--- src/rtl/serial_pkg.sv ---
// Shared definitions for the serial two's-complement path: FSM encodings,
// default frame width and a width helper for counters.
package serial_pkg;

    typedef enum logic [1:0] {
        ST_IDLE  = 2'd0,
        ST_CLEAR = 2'd1,
        ST_SHIFT = 2'd2,
        ST_GAP   = 2'd3
    } state_t;

    localparam int DEF_WIDTH = 8;

    // Counter width able to index 0..v-1, never narrower than one bit.
    function automatic int clog2_min1(input int v);
        return (v <= 2) ? 1 : $clog2(v);
    endfunction

endpackage

--- src/rtl/lsb_serial_feeder_shift_reg.sv ---
// Parallel-load, shift-right register with bit 0 exposed; feeds the serial
// output one bit per shift, LSB first.
module lsb_shift_reg
    import serial_pkg::*;
#(
    parameter int WIDTH = DEF_WIDTH
) (
    input  logic             t_clk,
    input  logic             r_n,
    input  logic             load,
    input  logic             shift,
    input  logic [WIDTH-1:0] load_data,
    output logic             bit0
);

    logic [WIDTH-1:0] sr_q;
    logic [WIDTH-1:0] sr_d;

    always_comb begin
        sr_d = sr_q;
        if (load) begin
            sr_d = load_data;
        end else if (shift) begin
            sr_d = {1'b0, sr_q[WIDTH-1:1]};
        end
    end

    always_ff @(posedge t_clk or negedge r_n) begin
        if (!r_n) begin
            sr_q <= '0;
        end else begin
            sr_q <= sr_d;
        end
    end

    assign bit0 = sr_q[0];

endmodule

--- src/rtl/lsb_serial_feeder.sv ---
// Parallel-to-serial front end for the serial complementer: accepts a word,
// clears the downstream stage for one cycle, then emits the word LSB first.
module lsb_serial_feeder
    import serial_pkg::*;
#(
    parameter int WIDTH      = DEF_WIDTH,
    parameter int GAP_CYCLES = 0
) (
    input  logic                     t_clk,
    input  logic                     r_n,
    input  logic [WIDTH-1:0]         in_data,
    input  logic                     in_valid,
    output logic                     in_ready,
    output logic                     ser_i,
    output logic                     ser_r,
    output logic                     busy,
    output logic                     frame_done,
    output logic [$clog2(WIDTH)-1:0] bit_idx
);

    localparam int CW = clog2_min1(WIDTH);
    localparam int GW = clog2_min1(GAP_CYCLES + 1);
    localparam logic [CW-1:0] LAST     = CW'(WIDTH - 1);
    localparam logic [GW-1:0] GAP_LAST = GW'((GAP_CYCLES > 0) ? GAP_CYCLES - 1 : 0);

    state_t        state_q, state_d;
    logic [CW-1:0] cnt_q, cnt_d;
    logic [GW-1:0] gap_q, gap_d;
    logic          in_ready_q, in_ready_d;
    logic          ser_i_q, ser_i_d;
    logic          ser_r_q, ser_r_d;
    logic          busy_q, busy_d;
    logic          frame_done_q, frame_done_d;
    logic          load, shift, sr_bit0;

    lsb_shift_reg #(.WIDTH(WIDTH)) u_shift_reg (
        .t_clk     (t_clk),
        .r_n       (r_n),
        .load      (load),
        .shift     (shift),
        .load_data (in_data),
        .bit0      (sr_bit0)
    );

    // Outputs are computed for the state being entered, so every output is a flop.
    always_comb begin
        state_d      = state_q;
        cnt_d        = cnt_q;
        gap_d        = gap_q;
        in_ready_d   = 1'b0;
        ser_r_d      = 1'b1;
        ser_i_d      = 1'b0;
        busy_d       = 1'b1;
        frame_done_d = 1'b0;
        load         = 1'b0;
        shift        = 1'b0;
        case (state_q)
            ST_IDLE: begin
                if (in_valid && in_ready_q) begin
                    state_d = ST_CLEAR;
                    load    = 1'b1;
                end else begin
                    in_ready_d = 1'b1;
                    busy_d     = 1'b0;
                end
            end
            ST_CLEAR: begin
                state_d = ST_SHIFT;
                ser_r_d = 1'b0;
                ser_i_d = sr_bit0;
                shift   = 1'b1;
                cnt_d   = '0;
            end
            ST_SHIFT: begin
                if (cnt_q == LAST) begin
                    cnt_d = '0;
                    gap_d = '0;
                    if (GAP_CYCLES > 0) begin
                        state_d = ST_GAP;
                    end else begin
                        state_d    = ST_IDLE;
                        in_ready_d = 1'b1;
                        busy_d     = 1'b0;
                    end
                end else begin
                    cnt_d        = cnt_q + 1'b1;
                    ser_r_d      = 1'b0;
                    ser_i_d      = sr_bit0;
                    shift        = 1'b1;
                    frame_done_d = (cnt_d == LAST);
                end
            end
            ST_GAP: begin
                if (gap_q == GAP_LAST) begin
                    state_d    = ST_IDLE;
                    in_ready_d = 1'b1;
                    busy_d     = 1'b0;
                end else begin
                    gap_d = gap_q + 1'b1;
                end
            end
            default: state_d = ST_IDLE;
        endcase
    end

    always_ff @(posedge t_clk or negedge r_n) begin
        if (!r_n) begin
            state_q      <= ST_IDLE;
            cnt_q        <= '0;
            gap_q        <= '0;
            in_ready_q   <= 1'b0;
            ser_i_q      <= 1'b0;
            ser_r_q      <= 1'b1;
            busy_q       <= 1'b0;
            frame_done_q <= 1'b0;
        end else begin
            state_q      <= state_d;
            cnt_q        <= cnt_d;
            gap_q        <= gap_d;
            in_ready_q   <= in_ready_d;
            ser_i_q      <= ser_i_d;
            ser_r_q      <= ser_r_d;
            busy_q       <= busy_d;
            frame_done_q <= frame_done_d;
        end
    end

    assign in_ready   = in_ready_q;
    assign ser_i      = ser_i_q;
    assign ser_r      = ser_r_q;
    assign busy       = busy_q;
    assign frame_done = frame_done_q;
    assign bit_idx    = cnt_q;

endmodule

--- config.mk ---
export PLATFORM = sky130hd
export DESIGN_NAME = lsb_serial_feeder
export DESIGN_NICKNAME = d
export VERILOG_FILES = /design/src/rtl/serial_pkg.sv /design/src/rtl/lsb_serial_feeder_shift_reg.sv /design/src/rtl/lsb_serial_feeder.sv
export SDC_FILE = /design/constraint.sdc
export NUM_CORES = 1
export LEC_CHECK = 0
export ABC_AREA = 1
export BUFFER_PORTS_ARGS = -buffer_cell sky130_fd_sc_hd__buf_4
export CORE_MARGIN = 2
export CORE_UTILIZATION = 48
export CTS_CLUSTER_SIZE = 8
export DETAILED_ROUTE_END_ITERATION = 6
export PLACE_DENSITY = 0.73
export SYNTH_ARGS = -nofsm -noshare
export SYNTH_HDL_FRONTEND = slang
export SYNTH_SLANG_ARGS = --single-unit
--- constraint.sdc ---
create_clock -name t_clk -period 1.3 [get_ports t_clk]
set_input_delay 0.065 -clock t_clk [delete_from_list [all_inputs] [get_ports t_clk]]
set_output_delay 0.065 -clock t_clk [all_outputs]
set_load 0.02 [all_outputs]
==> results of run 1 <==
==> stage by stage <==
step	hold slack, ns	area [µm²]	TNS [ns]	setup WS (ns)
floorplan	-0.2306	1045	-0.2208	-0.03014
global placement	-0.05376	1254	-0.007873	-0.006034
global route	0.03772	1354	-0.5992	-0.08643
CTS	0.03013	1331	-0.06156	-0.02183
finish	0.03317	1354	-0.07416	-0.02249
detailed placement	-0.04910	1254	-0.2082	-0.04075
==> worst max-delay path by stage <==
stage                                      start                              end  slack (ns)  cells past startpoint
after floorplan           bit_idx[1]$_DFFE_PN0P_  u_shift_reg.sr_q[0]$_DFFE_PN0P_       -0.03                      9
after global placement    state_q[1]$_DFFE_PN0P_  u_shift_reg.sr_q[2]$_DFFE_PN0P_      -0.006                      7
after detailed placement  state_q[1]$_DFFE_PN0P_  u_shift_reg.sr_q[5]$_DFFE_PN0P_       -0.04                      7
after CTS                 bit_idx[0]$_DFFE_PN0P_  u_shift_reg.sr_q[1]$_DFFE_PN0P_       -0.02                      9
after global routing      bit_idx[0]$_DFFE_PN0P_  u_shift_reg.sr_q[0]$_DFFE_PN0P_       -0.09                      9
final                     bit_idx[0]$_DFFE_PN0P_  u_shift_reg.sr_q[1]$_DFFE_PN0P_       -0.02                      9
==> synth_stat cells (all sizes together) <==
cell,instances,area (µm²)
nand2,43,181.4
dfrtp,17,425.4
nand3,11,67.57
ha,10,125.1
nand4,8,50.05
inv,7,26.28
a21oi,6,30.03
nor2,6,22.52
buf,4,41.29
o21ai,2,10.01
clkbuf,1,3.750
dfstp,1,26.28
==> layout make-up <==
class	count	area [µm²]	share of cell area (%)
Clock buffer	4	36.28	2.680
Inverter	7	28.78	2.126
Multi-Input combinational cell	88	558.0	41.22
Sequential cell	18	454.2	33.55
Tap cell	27	33.78	2.495
Timing Repair Buffer	32	242.7	17.93
==> flip-flops by register name (all words and copies together), names as in the netlist <==
signal	flops
in_ready	1
state_q	2
busy	1
bit_idx	3
ser_i	1
ser_r	1
frame_done	1
u_shift_reg.sr_q	8
==> power groups by stage <==
stage,Sequential [W],Clock [W],Combinational [W]
6_report,0.000920,0.000352,0.00193
3_5_place_dp,0.000929,0,0.00169
4_1_cts,0.000923,0.000356,0.00182
2_1_floorplan,0.00103,0,0.00101
3_3_place_gp,0.000919,0,0.00165
5_1_grt,0.000938,0.000373,0.00213
==> worst min-delay path: cells and delay by family <==
| kind | cells | cell delay [ns] |
|---|---|---|
| buf+inv | 1 | 0.11 |
| simple gates | 2 | 0.13 |
==> per-layer routing <==
layer | routed length (µm) | vias to the layer above
li1 | - | 447
met1 | 992 | 420
met2 | 1035 | 21
met3 | 109 | 2
met4 | 13 | 0
met5 | 0 | -
==> kinds of logic (layout without fill, tap and decap cells) <==
| family | after synthesis | after routing | synth area share (%) |
|---|---|---|---|
| AOI/OAI and AO/OA | 8 | 8 | 3.965 |
| adders and majority gates | 10 | 10 | 12.39 |
| DFF | 18 | 18 | 44.73 |
| buffers and inverters | 12 | 43 | 7.063 |
| and+or+nand+nor | 68 | 70 | 31.85 |
==> repair_timing <==
| item | in CTS | in global routing |
|---|---|---|
| resized for setup | 5 | 5 |
| cloned | 2 | 0 |
| hold endpoints to repair | 18 | 0 |
| endpoints found under the setup margin | 9 | 13 |
| buffers inserted | 0 | 1 |
| pin swaps | 6 | 0 |
| hold buffers | 1 | 0 |
==> flow_summary.yaml, run 1 <==
placed_design:
  gp_congestion: 0.8203
  numPortBuffers: 18
  hpwl_um: 1503
  placedCellCount: 168
cells_and_area:
  final_common_cell: "nand2_1"
  fin_util_pct: 68.31
  final_cells: 176
  fin_nets: 171
  final_cell_mix: "nand2_1, buf_4, dfrtp_1, nand3_1, nand4_1"
  fillers: 168
  area_delta_synth_final_pct: 34.08
  n_antenna_cell: 0
  drive_gt1_share_pct: 37.58
critical_path:
  path_class: "reg -> reg"
  r2r_cells: 9
  slowest_delay_ns: 0.44
  cp_max_fo: 7
  crit_family: "flip-flops"
  r2r-end: "u_shift_reg.sr_q[1]$_DFFE_PN0P_"
  slowest_stage: "dfrtp_2"
  crit_required_ns: 1.54
  cp_cell_sequence: "ha_4 -> ha_4 -> inv_4 -> nand2_4 -> nand2_4 -> nand2_4 -> nand2_4 -> nand2_1 -> nand2_1"
  critPathLaunchType: "flip-flop"
  reg2reg_from: "bit_idx[0]$_DFFE_PN0P_"
  crit_path_end_kind: "flip-flop"
  cpMostUsedCell: "nand2_4"
  reg2reg_setup_slack_ns: -0.02
  cp_num_buf_inv: 1
  cp.arrival_ns: 1.56
global_route:
  use_met2_pct: 28.22
  grt-busiest-layer: "met2"
  grt_max_degree: 19
  grt_usage_pct: 18.56
  grt_pass1_wl_um: 3539
  gr-total-overflow: 0
  antenna_found_initial: 0
  grt_pass1_vias: 783
  use_met1_pct: 27.04
  met3_usage_pct: 3.030
timing:
  fmax_ghz: 0.7561
  finClkSkew_ns: 0.001702
  relSlewSlack_pct: 82.01
  period_minus_slack_ns: 1.322
  setup_viol: 7
  final-hold-violation-count: 0
  rsz0062_at_grt: "yes"
  finalMaxSlewViolations: 0
  period_share_pct: 101.7
  worstMarginPinSlew_ns: 0.2698
  timing.final.ws_setup_ns: -0.02249
detailed_routing:
  dr.pass1.iters: 4
  num_vias: 890
  route.antenna.remaining_nets: 0
  vias_per_cell: 5.057
  finalWirelength_um: 2150
  drt_iter0_drc: 25
  drc_errors: 0
  wl_per_cell_um: 12.22
floorplanning:
  die_area_mm2: 0.002487
  die-height_um: 49.87
  core-area_mm2: 0.001982
  core.rowCount: 16
  ios: 19
  dieWidth_um: 49.87
  initial_core_util_pct: 50.95
power_and_ir_drop:
  power.density_mw_per_mm2: 2363
  p_int_w: 0.001780
  netSwitchingPower_w: 0.001419
  power_frac_seq_pct: 28.8
  swShare_pct: 44.37
  p_total_w: 0.003199
  combPwrFrac_pct: 60.2
  irDropWorstVdd_uv: 1611
  power_leakage_nw: 0.7070
  clockPowerShare_pct: 11.0
cts:
  cts_buffers: 3
  clock_path_buffers: 2
  cts-root-buf: "clkbuf_4"
  htreeDepth: 1
  clk_latency_ns: 0.30
  cts_num_sinks: 18
  clkTransAtPathRegs_ns: 0.11
  cts_tree: "yes"
hold_path:
  hold_depth: 3
  hp-start: "in_data[7]"
  holdCritPathClass: "in -> reg"
  hold_end: "u_shift_reg.sr_q[7]$_DFFE_PN0P_"
logic_synthesis:
  synth-seq-cells: 18
  syn-num-nets: 137
  yosys_warnings: 0
  syn-cell-area_mm2: 0.001010
  avgSynthCellArea_um2: 8.704
  yosysUniqueCellTypes: 16
  yosysSeqAreaShare_pct: 44.73
  synthCells: 116
status:
  outcome: "finished with violations"
  violations: "negative setup slack"
flow_run:
  maxCapViolCount: 0
Note: power is estimated with default switching activity, not from simulation.
==> run 2, diff against run 1 <==
--- a/config.mk
+++ b/config.mk
@@ -11,6 +11,7 @@
 export CORE_UTILIZATION = 48
 export CTS_CLUSTER_SIZE = 8
 export DETAILED_ROUTE_END_ITERATION = 6
+export HOLD_SLACK_MARGIN = 0.15
 export PLACE_DENSITY = 0.73
 export SYNTH_ARGS = -nofsm -noshare
 export SYNTH_HDL_FRONTEND = slang
==> run 2 against run 1 <==
Net effect: the run still ends with negative setup slack left; wire length is 12% higher; register-to-register slack hardly changed; worst hold slack better by 0.13 ns; clock-buffer cell count stayed put; sequential power hardly changed; via count is 9.1% higher; largest power group unchanged; setup slack worse by 0.0099 ns; clock power hardly changed.
==> flow_summary.yaml, run 2 (synthesized netlist as in run 1, its figures left out) <==
status:
  outcome: "finished with violations"
  violations: "negative setup slack"
timing:
  period_minus_slack_ns: 1.332
  setup_viol: 7
  relSlewSlack_pct: 80.09
  fmax_ghz: 0.7505
  timing.final.ws_setup_ns: -0.03239
  rsz0062_at_grt: "yes"
  final-hold-violation-count: 0
  finClkSkew_ns: 0.003310
  period_share_pct: 102.5
  finalMaxSlewViolations: 0
  finalSetupTns_ns: -0.1299
  worstMarginPinSlew_ns: 0.2987
detailed_routing:
  dr.pass1.iters: 4
  vias_per_cell: 5.249
  drt_iter0_drc: 26
  num_vias: 971
  route.antenna.remaining_nets: 0
  drc_errors: 0
  finalWirelength_um: 2416
  wl_per_cell_um: 13.06
cells_and_area:
  largest_reg_flops: 8
  fin_nets: 180
  final_cell_mix: "nand2_1, buf_4, dfrtp_1, dlygate4sd3_1, nand3_1"
  drive_gt1_share_pct: 37.34
  fin_util_pct: 73.23
  n_antenna_cell: 0
  area_delta_synth_final_pct: 43.74
  fin_area_mm2: 0.001451
  final_common_cell: "nand2_1"
  top_register: "u_shift_reg.sr_q"
floorplanning:
  die_area_mm2: 0.002487
  dieWidth_um: 49.87
  ios: 19
  initial_core_util_pct: 50.95
  core-area_mm2: 0.001982
  die-height_um: 49.87
  core.rowCount: 16
critical_path:
  reg2reg_setup_slack_ns: -0.03
  slowest_stage: "dfrtp_2"
  cp_cell_sequence: "ha_4 -> ha_4 -> inv_4 -> nand2_4 -> nand2_4 -> nand2_4 -> nand2_4 -> nand2_1 -> nand2_1"
  crit_path_end_kind: "flip-flop"
  critPathLaunchType: "flip-flop"
  critPathLaunch: "bit_idx[0]$_DFFE_PN0P_"
  cp_max_fo: 7
  reg2reg_from: "bit_idx[0]$_DFFE_PN0P_"
  cp.arrival_ns: 1.57
  slowest_delay_ns: 0.44
  cpMostUsedCell: "nand2_4"
  path_class: "reg -> reg"
  crit_required_ns: 1.54
cts:
  htreeDepth: 1
  clock_path_buffers: 2
  cts-root-buf: "clkbuf_4"
  cts_num_sinks: 18
  cts_tree: "yes"
  clkTransAtPathRegs_ns: 0.11
  clk_latency_ns: 0.29
  cts_buffers: 3
global_route:
  grt_max_degree: 19
  grt_pass1_wl_um: 3857
  antenna_found_initial: 0
  grt_usage_pct: 20.55
  gr-total-overflow: 0
  grt_pass1_vias: 866
placed_design:
  hpwl_um: 1503
  placedInstanceArea_mm2: 0.001254
  gp_congestion: 0.8203
  numPortBuffers: 18
hold_path:
  holdCritPathClass: "in -> async"
power_and_ir_drop:
  power_leakage_nw: 0.7458
  p_total_w: 0.003252
  irDropWorstVdd_uv: 1804
  power.density_mw_per_mm2: 2241
flow_run:
  maxCapViolCount: 0
==> run 2: cell count changes in the layout (fill, tap and decap cells not counted) <==
cell and change:
nand2_2 +3, nand2_1 -3, dlygate4sd3_1 +9
==> run 2: path summary, 6_finish.rpt <==
path,endpoint,depth (start not counted)
min in group t_clk,u_shift_reg.sr_q[2]$_DFFE_PN0P_,2
worst max register to register,u_shift_reg.sr_q[1]$_DFFE_PN0P_,9
worst min register to register,u_shift_reg.sr_q[2]$_DFFE_PN0P_,2
worst min-delay path,bit_idx[0]$_DFFE_PN0P_,2
max in group asynchronous,ser_r$_DFF_PN1_,2
worst max-delay path,u_shift_reg.sr_q[1]$_DFFE_PN0P_,9
==> run 2: per-stage QoR <==
| stage | hold slack (ns) | instances | setup slack (ns) |
|---|---|---|---|
| detailed placement | -0.04910 | 168 | -0.04075 |
| finish | 0.1606 | 185 | -0.03239 |
| global placement | -0.05376 | 168 | -0.006034 |
| CTS | 0.1682 | 184 | -0.02183 |
| global route | 0.1804 | 185 | -0.08426 |
| floorplan | -0.2306 | 116 | -0.03014 |
==> run 2: final cells by class <==
class,instances,area (µm²)
Sequential cell,18,454.2
Multi-Input combinational cell,88,565.5
Tap cell,27,33.78
Inverter,7,28.78
Timing Repair Buffer,41,332.8
Fill cell,144,530.5
Clock buffer,4,36.28
==> run 2: routing by layer <==
metal / vias to the layer above / track usage (%) / wire length [µm]
met5: - / 0 / 0
met4: 0 / 7.870 / 42
li1: 463 / - / -
met2: 40 / 32.44 / 1153
met3: 6 / 3.636 / 144
met1: 462 / 28.02 / 1074
==> run 2: critical path, delay by kind of cell, from the launching register on <==
family                     cells  cell delay (ns)
adders and majority gates      2             0.33
buffers and inverters          1             0.06
DFF                            1             0.44
and+or+nand+nor                6             0.45
==> run 2: power by group <==
part / internal, W / switching (W)
Clock: 0.000171 / 0.000181
Combinational: 0.000863 / 0.00111
Sequential: 0.000769 / 0.000155
Total: 0.00180 / 0.00145
==> run 2: what timing repair did <==
item / 4_1_cts / 5_1_grt
hold endpoints to repair: 26 / 0
hold buffers: 10 / 0
gates resized for setup: 5 / 8
endpoints found under the setup margin: 9 / 13
buffers inserted: 0 / 1
cloned: 2 / 0
pin swaps: 6 / 0
